--- config.mk ---
export PLATFORM = sky130hd
export DESIGN_NAME = neuron_mac_seq
export DESIGN_NICKNAME = d
export VERILOG_FILES = /design/src/rtl/neuron_mac_seq.sv
export SDC_FILE = /design/constraint.sdc
export NUM_CORES = 1
export LEC_CHECK = 0
export ABC_AREA = 1
export CAP_MARGIN = 10
export CORE_ASPECT_RATIO = 1.2
export CORE_MARGIN = 4
export CORE_UTILIZATION = 60
export DETAILED_ROUTE_END_ITERATION = 10
export GPL_ROUTABILITY_DRIVEN = 0
export GPL_TIMING_DRIVEN = 0
export PLACE_DENSITY = 0.93
export SYNTH_ARGS = -nofsm -noshare
export SYNTH_HDL_FRONTEND = slang
export SYNTH_SLANG_ARGS = --single-unit
--- constraint.sdc ---
create_clock -name clk -period 10.8 [get_ports clk]
set_input_delay 2.16 -clock clk [delete_from_list [all_inputs] [get_ports clk]]
set_output_delay 2.16 -clock clk [all_outputs]
set_load 0.02 [all_outputs]
--- src/rtl/neuron_mac_seq.sv ---
// neuron_mac_seq: sequential multiply-accumulate for one neuron.
// Drives the weights ROM address, multiplies each signed weight by a streamed
// signed activation, then rescales, saturates and optionally applies ReLU.
// The signed 8-bit result leaves over a valid/ready handshake.
//
// Ports:
//   clk, rst_n        clock, asynchronous active-low reset
//   start             begin a neuron (honoured only in IDLE)
//   base_addr         first weight address, sampled on start
//   num_terms         number of MAC terms (0 means 256), sampled on start
//   rom_addr          registered address to the weights ROM
//   rom_data          signed weight returned by the ROM
//   x_data/x_valid    signed activation stream; x_ready high in RUN
//   y_data/y_valid    signed result; held until y_ready
//   busy              high in RUN and OUT
module neuron_mac_seq #(
  parameter int unsigned ACC_W = 24,
  parameter int unsigned SHIFT = 6,
  parameter int unsigned RELU  = 1
) (
  input  logic       clk,
  input  logic       rst_n,
  input  logic       start,
  input  logic [7:0] base_addr,
  input  logic [7:0] num_terms,
  output logic [7:0] rom_addr,
  input  logic [7:0] rom_data,
  input  logic [7:0] x_data,
  input  logic       x_valid,
  output logic       x_ready,
  output logic [7:0] y_data,
  output logic       y_valid,
  input  logic       y_ready,
  output logic       busy
);

  localparam int unsigned CNT_W  = 9;
  localparam int unsigned PROD_W = 16;

  localparam logic signed [ACC_W-1:0] SAT_MAX = ACC_W'(127);
  localparam logic signed [ACC_W-1:0] SAT_MIN = ACC_W'(-128);

  typedef enum logic [1:0] {
    S_IDLE,
    S_RUN,
    S_OUT
  } state_e;

  state_e                   state_q, state_d;
  logic [7:0]               addr_q, addr_d;
  logic signed [ACC_W-1:0]  acc_q, acc_d;
  logic [CNT_W-1:0]         cnt_q, cnt_d;
  logic [7:0]               y_data_q, y_data_d;
  logic                     y_valid_q, y_valid_d;

  logic signed [PROD_W-1:0] prod_c;
  logic signed [ACC_W-1:0]  shifted_c;
  logic [7:0]               res_c;

  // Signed 8x8 product; operands sign-extended before multiplying.
  assign prod_c = PROD_W'($signed(x_data)) * PROD_W'($signed(rom_data));

  // Rescale, saturate to the int8 range, then optional ReLU.
  assign shifted_c = acc_q >>> SHIFT;

  always_comb begin
    res_c = shifted_c[7:0];
    if (shifted_c > SAT_MAX) begin
      res_c = 8'h7f;
    end else if (shifted_c < SAT_MIN) begin
      res_c = 8'h80;
    end
    if ((RELU != 0) && res_c[7]) begin
      res_c = 8'h00;
    end
  end

  // Next-state and datapath control.
  always_comb begin
    state_d   = state_q;
    addr_d    = addr_q;
    acc_d     = acc_q;
    cnt_d     = cnt_q;
    y_data_d  = y_data_q;
    y_valid_d = y_valid_q;
    case (state_q)
      S_IDLE: begin
        if (start) begin
          addr_d  = base_addr;
          cnt_d   = (num_terms == 8'd0) ? CNT_W'(256) : {1'b0, num_terms};
          acc_d   = '0;
          state_d = S_RUN;
        end
      end
      S_RUN: begin
        // A stall holds address, accumulator and count, so the ROM keeps
        // presenting the same weight until the activation arrives.
        if (x_valid) begin
          acc_d  = acc_q + ACC_W'(prod_c);
          addr_d = addr_q + 8'd1;
          cnt_d  = cnt_q - CNT_W'(1);
          if (cnt_q == CNT_W'(1)) begin
            state_d = S_OUT;
          end
        end
      end
      S_OUT: begin
        // First OUT cycle captures the final accumulator into y_data.
        if (!y_valid_q) begin
          y_data_d  = res_c;
          y_valid_d = 1'b1;
        end else if (y_ready) begin
          y_valid_d = 1'b0;
          state_d   = S_IDLE;
        end
      end
      default: begin
        state_d = S_IDLE;
      end
    endcase
  end

  // State and datapath registers.
  always_ff @(posedge clk or negedge rst_n) begin
    if (!rst_n) begin
      state_q   <= S_IDLE;
      addr_q    <= '0;
      acc_q     <= '0;
      cnt_q     <= '0;
      y_data_q  <= '0;
      y_valid_q <= 1'b0;
    end else begin
      state_q   <= state_d;
      addr_q    <= addr_d;
      acc_q     <= acc_d;
      cnt_q     <= cnt_d;
      y_data_q  <= y_data_d;
      y_valid_q <= y_valid_d;
    end
  end

  assign rom_addr = addr_q;
  assign y_data   = y_data_q;
  assign y_valid  = y_valid_q;
  assign x_ready  = (state_q == S_RUN);
  assign busy     = (state_q != S_IDLE);

endmodule

-- Word-level counts from Yosys, hierarchy flattened
Cells that the tools add are included.
- flip-flop bits (word level): 52
- reduce and logical (&&, ||, !) cells: 7
- bitwise operators: 1
- multipliers: 1
- mux-type cells: 21
- magnitude comparators: 2
- $add $sub $neg: 3
- equality and inequality tests: 8
- operator list (operator ; count):
    $mux 24 ; 2
    $pmux 24 s2 ; 1
    $mux 8 ; 4
    $mux 9 ; 3
    $add 24x16->24 ; 1
    $gt 18x8->1 const B ; 1
    $lt 18x8->1 const B ; 1
    $pmux 9 s2 ; 1
    $mul 8x8->16 ; 1
    $pmux 8 s2 ; 1
    $mux 2 ; 5
    $eq 9x1->1 const B ; 1
    $sub 9x1->9 const B ; 1
    $add 8x1->8 const B ; 1
    $logic_not 8->1 ; 1
    $ne 2x2->1 const B ; 4
    $mux 7 ; 1
    $pmux 2 s3 ; 1
    $reduce_and 5->1 ; 1
    $reduce_bool 2->1 ; 2
    $reduce_and 3->1 ; 1
    $eq 2x1->1 const B ; 1
    $eq 2x2->1 const B ; 1
    $logic_not 2->1 ; 1
    4 further kinds ; 5

-- Depth between registers and ports, before layout
- depth in word-level cells: 4
- gate-level depth with buffers: 23
- depth with buffers taken out: 22

-- Least setup slack after synthesis
No wires, ideal clock.
- kind: input -> register
- from: input port rom_data[2]
- to: register acc_q[23]
- stages: 22
- slack: 4.204 ns
- buffers on the path: 1
- arrival: 6.479 ns
- setup time: 0.117 ns
- cell sequence: clkbuf_1 > nand2_1 > inv_1 > fa_1 > inv_1 > fa_1 > inv_1 > fa_1 > inv_1 > fa_1 > inv_1 > ha_1 > ha_1 > nand2_1 > nor2_1 > inv_1 > nor2_1 > nand3_1 > nand3_1 > nand2_1 > nand3_1 > nand2_1
- word-level cells in the longest chain between the ends: 4
- ends and longest elaborated chain (element ; RTL line ; RTL):
    start, declared ; 27 ; input logic [7:0] rom_data,
    $mul 8x8->16 ; 61 ; assign prod_c = PROD_W'($signed(x_data)) * PROD_W'($signed(rom_data));
    $add 24x16->24 ; 99 ; acc_d = acc_q + ACC_W'(prod_c);
    $mux 24 ; 98 ; if (x_valid) begin
    $pmux 24 s2 ; 86 ; case (state_q)
    end signal, assigned ; 128 ; acc_q <= '0;
    end signal, assigned ; 135 ; acc_q <= acc_d;
    end, declared ; 51 ; logic signed [ACC_W-1:0] acc_q, acc_d;
No other way between the ends. The select of a mux whose other input is x is not followed.
A chain may end at the register's enable or synchronous reset.

-- Worst setup path in the final report
- from: input port rom_data[7]
- to: register acc_q[23]
Same word-level chain as after synthesis.

==> qor.csv <==
metric,value,unit
R2R Setup Slk,6.28,ns
Pre-Repair DR Iteration Count,5,
initial antenna violation count,0,
fillcell total,923,
Final Instance Area,7880,sq um
Worst Path Required,10.99,ns
Syn Nets,1109,
Final Hold Vio Count,0,
critical path peak fanout,9,
Rows,43,
WP data arrival,7.31,ns
ys flop type,dfrtp_1,
Finished Layout Cells,1116,
Final period util,66.0,%
post-synthesis sequential area ratio,17.9,%
ANT cells,0,
CTS tree,done,
Worst slew margin,31.9,%
register area,1280,sq um
top post-synthesis cells by area,"fa_1 (29%), dfrtp_1 (18%), nand2_1 (13%), inv_1 (10%), ha_1 (10%)",
pins over their slew limit,0,
status,completed,
Adder-Cell Fraction of Synth Area,39.2,%
Yosys reg bits,51,
clock root buffer,clkbuf_16,
worst hold slack,0.515,ns
Die H,127,um
Netlist cell types,40,
total grt overflow,0,
Worst-Skew Late Latency,0.30,ns
clock sink count,51,
worst-margin pin slew,1.02,ns
r2r startpoint,acc_q[6],
number of remaining DRC errors,0,
Max Clock Freq,0.140,GHz
Initial Utilization,61.4,%
First DRT Iteration DRCs,508,
post-CTS setup buffers,0,
Hold Startpoint,acc_q[0],
# setup viols final,0,
Resize count post-CTS,0,
Final ANT Viol Nets,0,
Post-synth top cells,"nand2_1 (238), inv_1 (198), fa_1 (104), ha_1 (57), nor2_1 (56)",
Die ar.,13700,sq um
htree depth,2,
vias after detailed routing,6112,
Die Wd,108,um
Worst setup EP type,register,
DR WL/cell,14.8,um
CP Class,in2reg,
Port Buffer Count,39,
share of cells above drive strength 1,3.44,%
DP Cell Count,1108,
global-route wire length before repair,28600,um
min-delay worst type,reg2reg,
Ys Warns,0,
number of global-route vias before repair,6363,
area used by multi-input combinational logic,4960,sq um
HPWL after detailed placement,13700,um
setup TNS,0,ns
I/O pin count,56,
pin count of the biggest net entering global routing,33,
Post-synth EDFFs,0,
Worst setup SP type,primary input,
Longest Clk Path Bufs,2,
Cells after Synth,911,
unrepaired setup endpoints after global routing,no,
Synth Area in Compound Gates,9.16,%
simple-gate share of the synthesized area,20.3,%
largest family of logic cells by synthesized area,adder cells,
Area after DPL,7730,sq um
mux contribution to synthesized area,0,%
"area leader, netlist",fa_1,
clk slew on worst S/H paths,0.08,ns
routed wire length,16500,um
post-synth top area share,29.2,%
Core ar.,11600,sq um
Via density,5.48,
Worst Setup SP,rom_data[7],
most frequent cell after synthesis,nand2_1,
synthesis-to-layout area growth,10.5,%
Final nets,1156,
hold_buf cts,0,
gr usage total,25.8,%
max-cap viol count,0,
Synth Area per Inst,7.83,sq um
async set-reset flop share out of synthesis,100,%
Fin Clk Skew,0.0114,ns
xor/xnor share of the synthesized area,0.860,%
TritonCTS Buffers,5,
Mapped Area,7130,sq um
final critical path time including I/O delays and setup,7.12,ns
cell type report:
type,count,share of cell area (%)
plain buffers,27,1.65
flip-flops and latches,51,16.2
well taps,157,2.49
clock inverters,2,0.222
clock buffers,6,1.64
repair buffers,40,5.15
multi-input cells,630,63.0
inverters,203,9.67
registers in the layout, indices dropped and copies added (netlist names):
signal and flops:
acc_q 24, cnt_q 9, rom_addr 8, state_q 2
y_data 7, y_valid 1
placed cells by master (no fill, tap or decap), drive strengths merged, types with 3 or more instances in the layout:
master / netlist / routed
o21ai: 43 / 43
o211ai: 4 / 4
a21oi: 32 / 32
nand3b: 6 / 6
ha: 57 / 57
nor2: 58 / 58
a22oi: 10 / 10
o21bai: 3 / 3
nor3: 4 / 4
inv: 202 / 202
xnor2: 4 / 4
xor2: 3 / 3
clkbuf: 18 / 24
nand4: 7 / 7
dfrtp: 51 / 51
fa: 104 / 104
nand3: 34 / 34
nor4: 3 / 3
clkinv: 1 / 3
buf: 9 / 11
nand2: 238 / 238
clkdlybuf4s50: 0 / 38
metal layers:
layer / GRT usage (%) / part of all wire (%) / vias up
li1: - / - / 2876
met1: 32.8 / 41 / 2956
met2: 45.9 / 51 / 229
met3: 2.43 / 4.4 / 51
met4: 9.14 / 3.2 / 0
met5: 0 / 0 / -
per-stage QoR:
stage,util (%),worst slack [ns]
global route,67.8,3.38
detailed placement,66.5,3.40
CTS,67.8,3.67
finish,67.8,3.68
floorplan,-,4.20
global placement,66.4,3.48
logic make-up (layout without fill, tap and decap cells):
kind of cell | Yosys count | in the layout
adders and majority gates | 161 | 161
and+or+nand+nor | 354 | 354
buffers and inverters | 230 | 278
other | 1 | 1
xor gates and xnor gates | 7 | 7
DFF | 51 | 51
AOI/OAI and AO/OA | 107 | 107
critical path: stages:
cell             delay (ns)
clkdlybuf4s50_1        0.46
clkinv_1               0.25
o21ai_0                0.27
ha_1                   0.21
inv_1                  0.07
fa_1                   0.70
inv_1                  0.29
fa_1                   0.60
inv_1                  0.06
fa_1                   0.54
inv_1                  0.04
ha_1                   0.29
ha_1                   0.41
nand2_1                0.12
nor2_1                 0.21
inv_1                  0.08
nor2_1                 0.12
nand3_1                0.12
nand3_1                0.12
nand2_1                0.06
nand3_1                0.08
nand2_1                0.05
worst paths after layout:
kind                                to  cells past startpoint
max reg2reg                  acc_q[14]                     18
min                           acc_q[0]                      1
max in group asynchronous    y_data[3]                      2
max                          acc_q[23]                     22
min reg2reg                   acc_q[0]                      1
min in group asynchronous  rom_addr[7]                      1
Power is left out: the tool's default activity adds up to more than one toggle a clock period on the data nets, which glitch-free logic cannot reach.
